--- src/rtl/nco_ctrl_pkg.sv ---
// Shared definitions for the receive-path NCO tuning controller.
package nco_ctrl_pkg;

  localparam int unsigned PHI_W_DEF  = 32;
  localparam int unsigned CNT_W_DEF  = 16;
  localparam int unsigned SETTLE_DEF = 12;

  typedef enum logic [1:0] {
    S_IDLE,
    S_SETTLE,
    S_HOLD,
    S_DWELL
  } state_t;

endpackage

--- src/rtl/settle_timer.sv ---
// Loadable down-counter: load wins over enable, stops at zero, o_done while zero.
module settle_timer #(
  parameter int unsigned W = 16
) (
  input  logic         clk,
  input  logic         reset,
  input  logic         i_load,
  input  logic [W-1:0] i_load_val,
  input  logic         i_en,
  output logic         o_done
);

  logic [W-1:0] r_cnt;

  always_ff @(posedge clk or posedge reset) begin
    if (reset) begin
      r_cnt <= '0;
    end else if (i_load) begin
      r_cnt <= i_load_val;
    end else if (i_en && (r_cnt != '0)) begin
      r_cnt <= r_cnt - W'(1);
    end
  end

  assign o_done = (r_cnt == '0);

endmodule

--- src/rtl/nco_tune_ctrl.sv ---
// NCO tuning controller: arbitrates host tuning against a linear sweep engine and
// reports when the NCO output reflects the current phase increment.
module nco_tune_ctrl
  import nco_ctrl_pkg::*;
#(
  parameter int unsigned PHI_W  = PHI_W_DEF,
  parameter int unsigned CNT_W  = CNT_W_DEF,
  parameter int unsigned SETTLE = SETTLE_DEF
) (
  input  logic             clk,
  input  logic             reset,
  input  logic             host_req,
  input  logic [PHI_W-1:0] host_phi,
  output logic             host_ack,
  input  logic             sweep_start,
  input  logic             sweep_abort,
  input  logic [PHI_W-1:0] sweep_base,
  input  logic [PHI_W-1:0] sweep_step,
  input  logic [CNT_W-1:0] sweep_count,
  input  logic [CNT_W-1:0] sweep_dwell,
  output logic [PHI_W-1:0] nco_phi_inc,
  output logic             nco_clken,
  input  logic             nco_out_valid,
  output logic             tuned,
  output logic             sweep_busy,
  output logic             sweep_done,
  output logic [CNT_W-1:0] step_idx
);

  state_t           r_state;
  logic [PHI_W-1:0] r_phi;
  logic [PHI_W-1:0] r_step;
  logic [CNT_W-1:0] r_count;
  logic [CNT_W-1:0] r_dwell;
  logic [CNT_W-1:0] r_step_idx;
  logic             r_clken;
  logic             r_ack;
  logic             r_tuned;
  logic             r_busy;
  logic             r_done;

  logic             w_start_ok;
  logic             w_step;
  logic             w_last;
  logic             w_settle_load;
  logic             w_settle_exit;
  logic             w_settle_done;
  logic             w_dwell_done;
  logic [CNT_W-1:0] w_last_idx;
  logic [CNT_W-1:0] w_dwell_load_val;

  // Zero count/dwell behave as one point / one cycle.
  assign w_last_idx       = (r_count == '0) ? '0 : r_count - CNT_W'(1);
  assign w_dwell_load_val = (r_dwell == '0) ? '0 : r_dwell - CNT_W'(1);
  assign w_last           = (r_step_idx == w_last_idx);

  // Timer load strobes mirror the FSM priorities below (host > abort > dwell decision).
  assign w_start_ok    = sweep_start && !host_req && ((r_state == S_IDLE) || (r_state == S_HOLD));
  assign w_step        = !host_req && (r_state == S_DWELL) && !sweep_abort && w_dwell_done && !w_last;
  assign w_settle_load = host_req || w_start_ok || w_step;
  assign w_settle_exit = !host_req && (r_state == S_SETTLE) && w_settle_done;

  settle_timer #(.W(CNT_W)) u_settle (
    .clk        (clk),
    .reset      (reset),
    .i_load     (w_settle_load),
    .i_load_val (CNT_W'(SETTLE)),
    .i_en       (nco_out_valid),
    .o_done     (w_settle_done)
  );

  settle_timer #(.W(CNT_W)) u_dwell (
    .clk        (clk),
    .reset      (reset),
    .i_load     (w_settle_exit),
    .i_load_val (w_dwell_load_val),
    .i_en       (1'b1),
    .o_done     (w_dwell_done)
  );

  always_ff @(posedge clk or posedge reset) begin
    if (reset) begin
      r_state    <= S_IDLE;
      r_phi      <= '0;
      r_step     <= '0;
      r_count    <= '0;
      r_dwell    <= '0;
      r_step_idx <= '0;
      r_clken    <= 1'b0;
      r_ack      <= 1'b0;
      r_tuned    <= 1'b0;
      r_busy     <= 1'b0;
      r_done     <= 1'b0;
    end else begin
      r_clken <= 1'b1;
      r_ack   <= 1'b0;
      r_done  <= 1'b0;
      if (host_req) begin
        r_phi   <= host_phi;
        r_ack   <= 1'b1;
        r_tuned <= 1'b0;
        r_busy  <= 1'b0;
        r_state <= S_SETTLE;
      end else begin
        unique case (r_state)
          S_IDLE, S_HOLD: begin
            if (w_start_ok) begin
              r_step     <= sweep_step;
              r_count    <= sweep_count;
              r_dwell    <= sweep_dwell;
              r_phi      <= sweep_base;
              r_step_idx <= '0;
              r_busy     <= 1'b1;
              r_tuned    <= 1'b0;
              r_state    <= S_SETTLE;
            end
          end
          S_SETTLE: begin
            if (sweep_abort) r_busy <= 1'b0;
            if (w_settle_done) begin
              r_tuned <= 1'b1;
              r_state <= (r_busy && !sweep_abort) ? S_DWELL : S_HOLD;
            end
          end
          S_DWELL: begin
            if (sweep_abort) begin
              r_busy  <= 1'b0;
              r_state <= S_HOLD;
            end else if (w_dwell_done) begin
              if (w_last) begin
                r_done  <= 1'b1;
                r_busy  <= 1'b0;
                r_state <= S_HOLD;
              end else begin
                r_phi      <= r_phi + r_step;
                r_step_idx <= r_step_idx + CNT_W'(1);
                r_tuned    <= 1'b0;
                r_state    <= S_SETTLE;
              end
            end
          end
          default: r_state <= S_IDLE;
        endcase
      end
    end
  end

  assign nco_phi_inc = r_phi;
  assign nco_clken   = r_clken;
  assign host_ack    = r_ack;
  assign tuned       = r_tuned;
  assign sweep_busy  = r_busy;
  assign sweep_done  = r_done;
  assign step_idx    = r_step_idx;

endmodule

--- config.mk ---
export PLATFORM = sky130hd
export DESIGN_NAME = nco_tune_ctrl
export DESIGN_NICKNAME = d
export VERILOG_FILES = /design/src/rtl/nco_ctrl_pkg.sv /design/src/rtl/settle_timer.sv /design/src/rtl/nco_tune_ctrl.sv
export SDC_FILE = /design/constraint.sdc
export NUM_CORES = 1
export LEC_CHECK = 0
export CAP_MARGIN = 20
export CORE_ASPECT_RATIO = 1.4
export CORE_UTILIZATION = 54
export CTS_CLUSTER_DIAMETER = 120
export DETAILED_ROUTE_END_ITERATION = 7
export PLACE_DENSITY_LB_ADDON = 0.25
export RECOVER_POWER = 50
export SLEW_MARGIN = 10
export SYNTH_ARGS = -nofsm -noshare
export SYNTH_HDL_FRONTEND = slang
export SYNTH_HIERARCHICAL = 1
export SYNTH_SLANG_ARGS = --single-unit
--- constraint.sdc ---
create_clock -name clk -period 4.65 [get_ports clk]
set_input_delay 0.6975 -clock clk [delete_from_list [all_inputs] [get_ports clk]]
set_output_delay 0.6975 -clock clk [all_outputs]
set_load 0.05 [all_outputs]
==> flow_summary.json <==
{
  "status": "finished with violations",
  "violations": "max-capacitance violations, max-slew violations",
  "grt_max_degree": 87,
  "drt-total-wl_microns": 30730,
  "min_path_type": "reg2reg",
  "drt_iter0_drc": 725,
  "synthFlopType": "dfrtp_1",
  "power_density_nw_per_um2": 320.3,
  "synth_edf_count": 0,
  "synth_common_cells": "298 x nand2_1, 151 x dfrtp_1, 79 x nor2_1",
  "hold_violations": 0,
  "synth_top_area_share_pct": 35.79,
  "crit_fanout": 35,
  "utilization_pct": 68.85,
  "nNetsFinal": 1630,
  "crit_chain": "inv_1, ha_1, nor3b_1, nand4_1, buf_4, o21a_1, a2bb2oi_1, nor4b_2, nand4_4, nand2_4, nand2_4, inv_1, nor2_1, a31oi_1",
  "slew_violations": 129,
  "cts.repair.resized": 0,
  "tightest_slew_ns": 2.916,
  "grt_pass1_wl_microns": 49780,
  "yosysMostFrequentCell": "nand2_1",
  "post_cts_buffers": 0,
  "setup_violations": 0,
  "p_leak_uw": 0.005952,
  "die_y_microns": 167.4,
  "start_util_pct": 54.93,
  "ant_nets": 0,
  "finalClockSkew_ns": 0.01156,
  "syn_area_per_cell_sq_um": 8.190,
  "clk_path_buf_depth": 2,
  "numCtsBuffers": 17,
  "groute.usage.overall_pct": 31.27,
  "ys_ff_latch": 151,
  "drv_cap": 2,
  "finalCritPeriodShare_pct": 84.20,
  "drc": 0,
  "synthToLayoutAreaGrowth_pct": 25.35,
  "cp_data_arrival_time_ns": 4.27,
  "syn-cell-area_sq_um": 10560,
  "core-area_sq_um": 19220,
  "synth_top_cell_by_area": "dfrtp_1",
  "relSlewSlack_pct": -94.60,
  "rows": 60,
  "cts_tree": "yes",
  "vias_per_cell": 5.890,
  "io_pins": 187,
  "final.setup.tns_ns": 0,
  "timing.final.crit_period_ns": 3.915,
  "clkLatencyLatePin_ns": 0.43,
  "die_x_microns": 120.2,
  "max_stage_delay_ns": 0.54,
  "multi_input_area_sq_um": 6429,
  "cp-start-kind": "flop",
  "clk_pin_slew_ns": 0.06,
  "final-seq-area_sq_um": 3779,
  "cp.required_ns": 5.00,
  "wl_per_cell_microns": 17.84,
  "yosysWarnings": 6,
  "synthCells": 1289,
  "first_pass_iters": 7,
  "antenna_found_initial": 3,
  "crit_path_top_delay_cell": "ha_1",
  "dp.cells": 1688,
  "rsz0062_at_grt": "false",
  "cts_root_buf": "clkbuf_16",
  "crit_type": "reg2reg",
  "yosysSeqAreaShare_pct": 35.79,
  "num_vias": 10140,
  "synthTopCellsByArea": "dfrtp_1 36%, nand2_1 11%, ha_1 4.3%, o21ai_0 3.7%, a21oi_1 3.0%",
  "io_buffers": 186,
  "grt_pass1_vias": 10190,
  "dieArea_sq_um": 20120,
  "drive_gt1_share_pct": 5.574,
  "dp_hpwl_microns": 22140,
  "htreeDepth": 4,
  "ys_async_sr_fraction_pct": 100.0,
  "ir_worst_vdd_uv": 259.3,
  "cts.sinks": 151,
  "worstSetupEndpointType": "flop",
  "gp_congestion": 0.9323,
  "gr-total-overflow": 0,
  "fillers": 1634,
  "cts.hold.buffers_added": 0,
  "fmax_ghz": 0.2554,
  "stdcell_count": 1722,
  "synthDistinctLibCells": 81
}
-- where the power goes --
group / total [uW] / internal, uW / switching [uW] / leakage [uW]
Clock: 1480 / 923 / 557 / 0.000297
Sequential: 1640 / 1440 / 195 / 0.00191
Combinational: 1120 / 502 / 616 / 0.00374
-- registers in the layout, indices dropped and copies added (netlist names) --
name,flops
nco_phi_inc,32
step_idx,16
nco_clken,1
r_step,32
sweep_busy,1
u_dwell/r_cnt,16
host_ack,1
r_dwell,16
r_state,2
u_settle/r_cnt,16
tuned,1
sweep_done,1
r_count,16
-- cell families after synthesis --
kind of cell	after synthesis	synth area share, %
XOR/XNOR	62	5.535
flip-flops	151	35.79
AND/OR/NAND/NOR	590	27.58
AO/OA/AOI/OAI	300	18.19
multiplexers	40	4.184
other	2	0.07114
buffers and inverters	107	4.184
adder cells (fa/ha/maj)	37	4.457
-- layout by cell type (no fill, tap or decap), types with 6 or more instances in the layout --
cell	n
buf_4	7
o21a_1	10
or3_1	11
mux2i_1	28
nor3_1	33
clkdlybuf4s50_1	184
nand2b_1	9
dfrtp_1	151
nor2b_1	10
xor2_1	31
or4_1	19
o21bai_1	6
nand4_1	24
nor2_1	78
and3_1	17
nand2_1	296
o21ai_0	78
conb_1	22
nand3_1	25
nor3b_1	11
o211ai_1	9
o31ai_1	10
o21ai_1	21
xnor2_1	28
a21o_1	19
mux2_4	7
a21oi_1	63
clkbuf_16	17
inv_1	42
ha_1	36
a2bb2oi_1	10
a31oi_1	17
clkbuf_1	6
a211oi_1	15
-- cell type report --
cell class / instances / share of cell area [%]
clock inverters: 8 / 1.106
clock buffers: 23 / 3.536
well taps: 248 / 2.345
flip-flops and latches: 151 / 28.56
repair buffers: 195 / 14.60
multi-input cells: 1051 / 48.58
diodes: 3 / 0.05673
inverters: 43 / 1.220
-- final timing paths --
path / start / endpoint / slack [ns] / cells past startpoint
min reg2reg: r_step[5]$_DFFE_PP0P_ / r_step[5]$_DFFE_PP0P_ / 0.48 / 2
min in group asynchronous: reset / u_dwell/r_cnt[4]$_DFFE_PP0P_ / 0.85 / 2
min: r_step[5]$_DFFE_PP0P_ / r_step[5]$_DFFE_PP0P_ / 0.48 / 2
max in group asynchronous: reset / r_step[17]$_DFFE_PP0P_ / 1.17 / 2
max: r_count[0]$_DFFE_PP0P_ / u_settle/r_cnt[11]$_DFFE_PP0P_ / 0.73 / 14
max reg2reg: r_count[0]$_DFFE_PP0P_ / u_settle/r_cnt[11]$_DFFE_PP0P_ / 0.73 / 14
-- worst max-delay path: cells and delay by family (launching register included) --
kind / cells / cell delay [ns]
and+or+nand+nor: 7 / 1.52
AOI/OAI and AO/OA: 3 / 0.52
buffers and inverters: 3 / 0.76
adders and majority gates: 1 / 0.54
DFF: 1 / 0.47
-- stage by stage --
step	hold slack, ns	setup slack, ns	cell area [sq um]	total power [uW]
final	0.4844	0.7347	13230	4238
after global routing	0.5015	0.3566	13230	4433
after CTS	0.4904	0.7743	13230	4238
after detailed placement	0.4729	0.8038	12620	2758
after global placement	0.4624	0.9332	12620	2735
after floorplan	0.4497	0.7950	10630	2386
-- routing by layer --
layer | vias up | GRT usage, % | routed length, microns
li1 | 4912 | - | -
met1 | 4837 | 36.66 | 12380
met2 | 318 | 55.07 | 15800
met3 | 76 | 4.939 | 1468
met4 | 0 | 15.00 | 1083
met5 | - | 0 | 0
(Power assumes the default switching activity.)
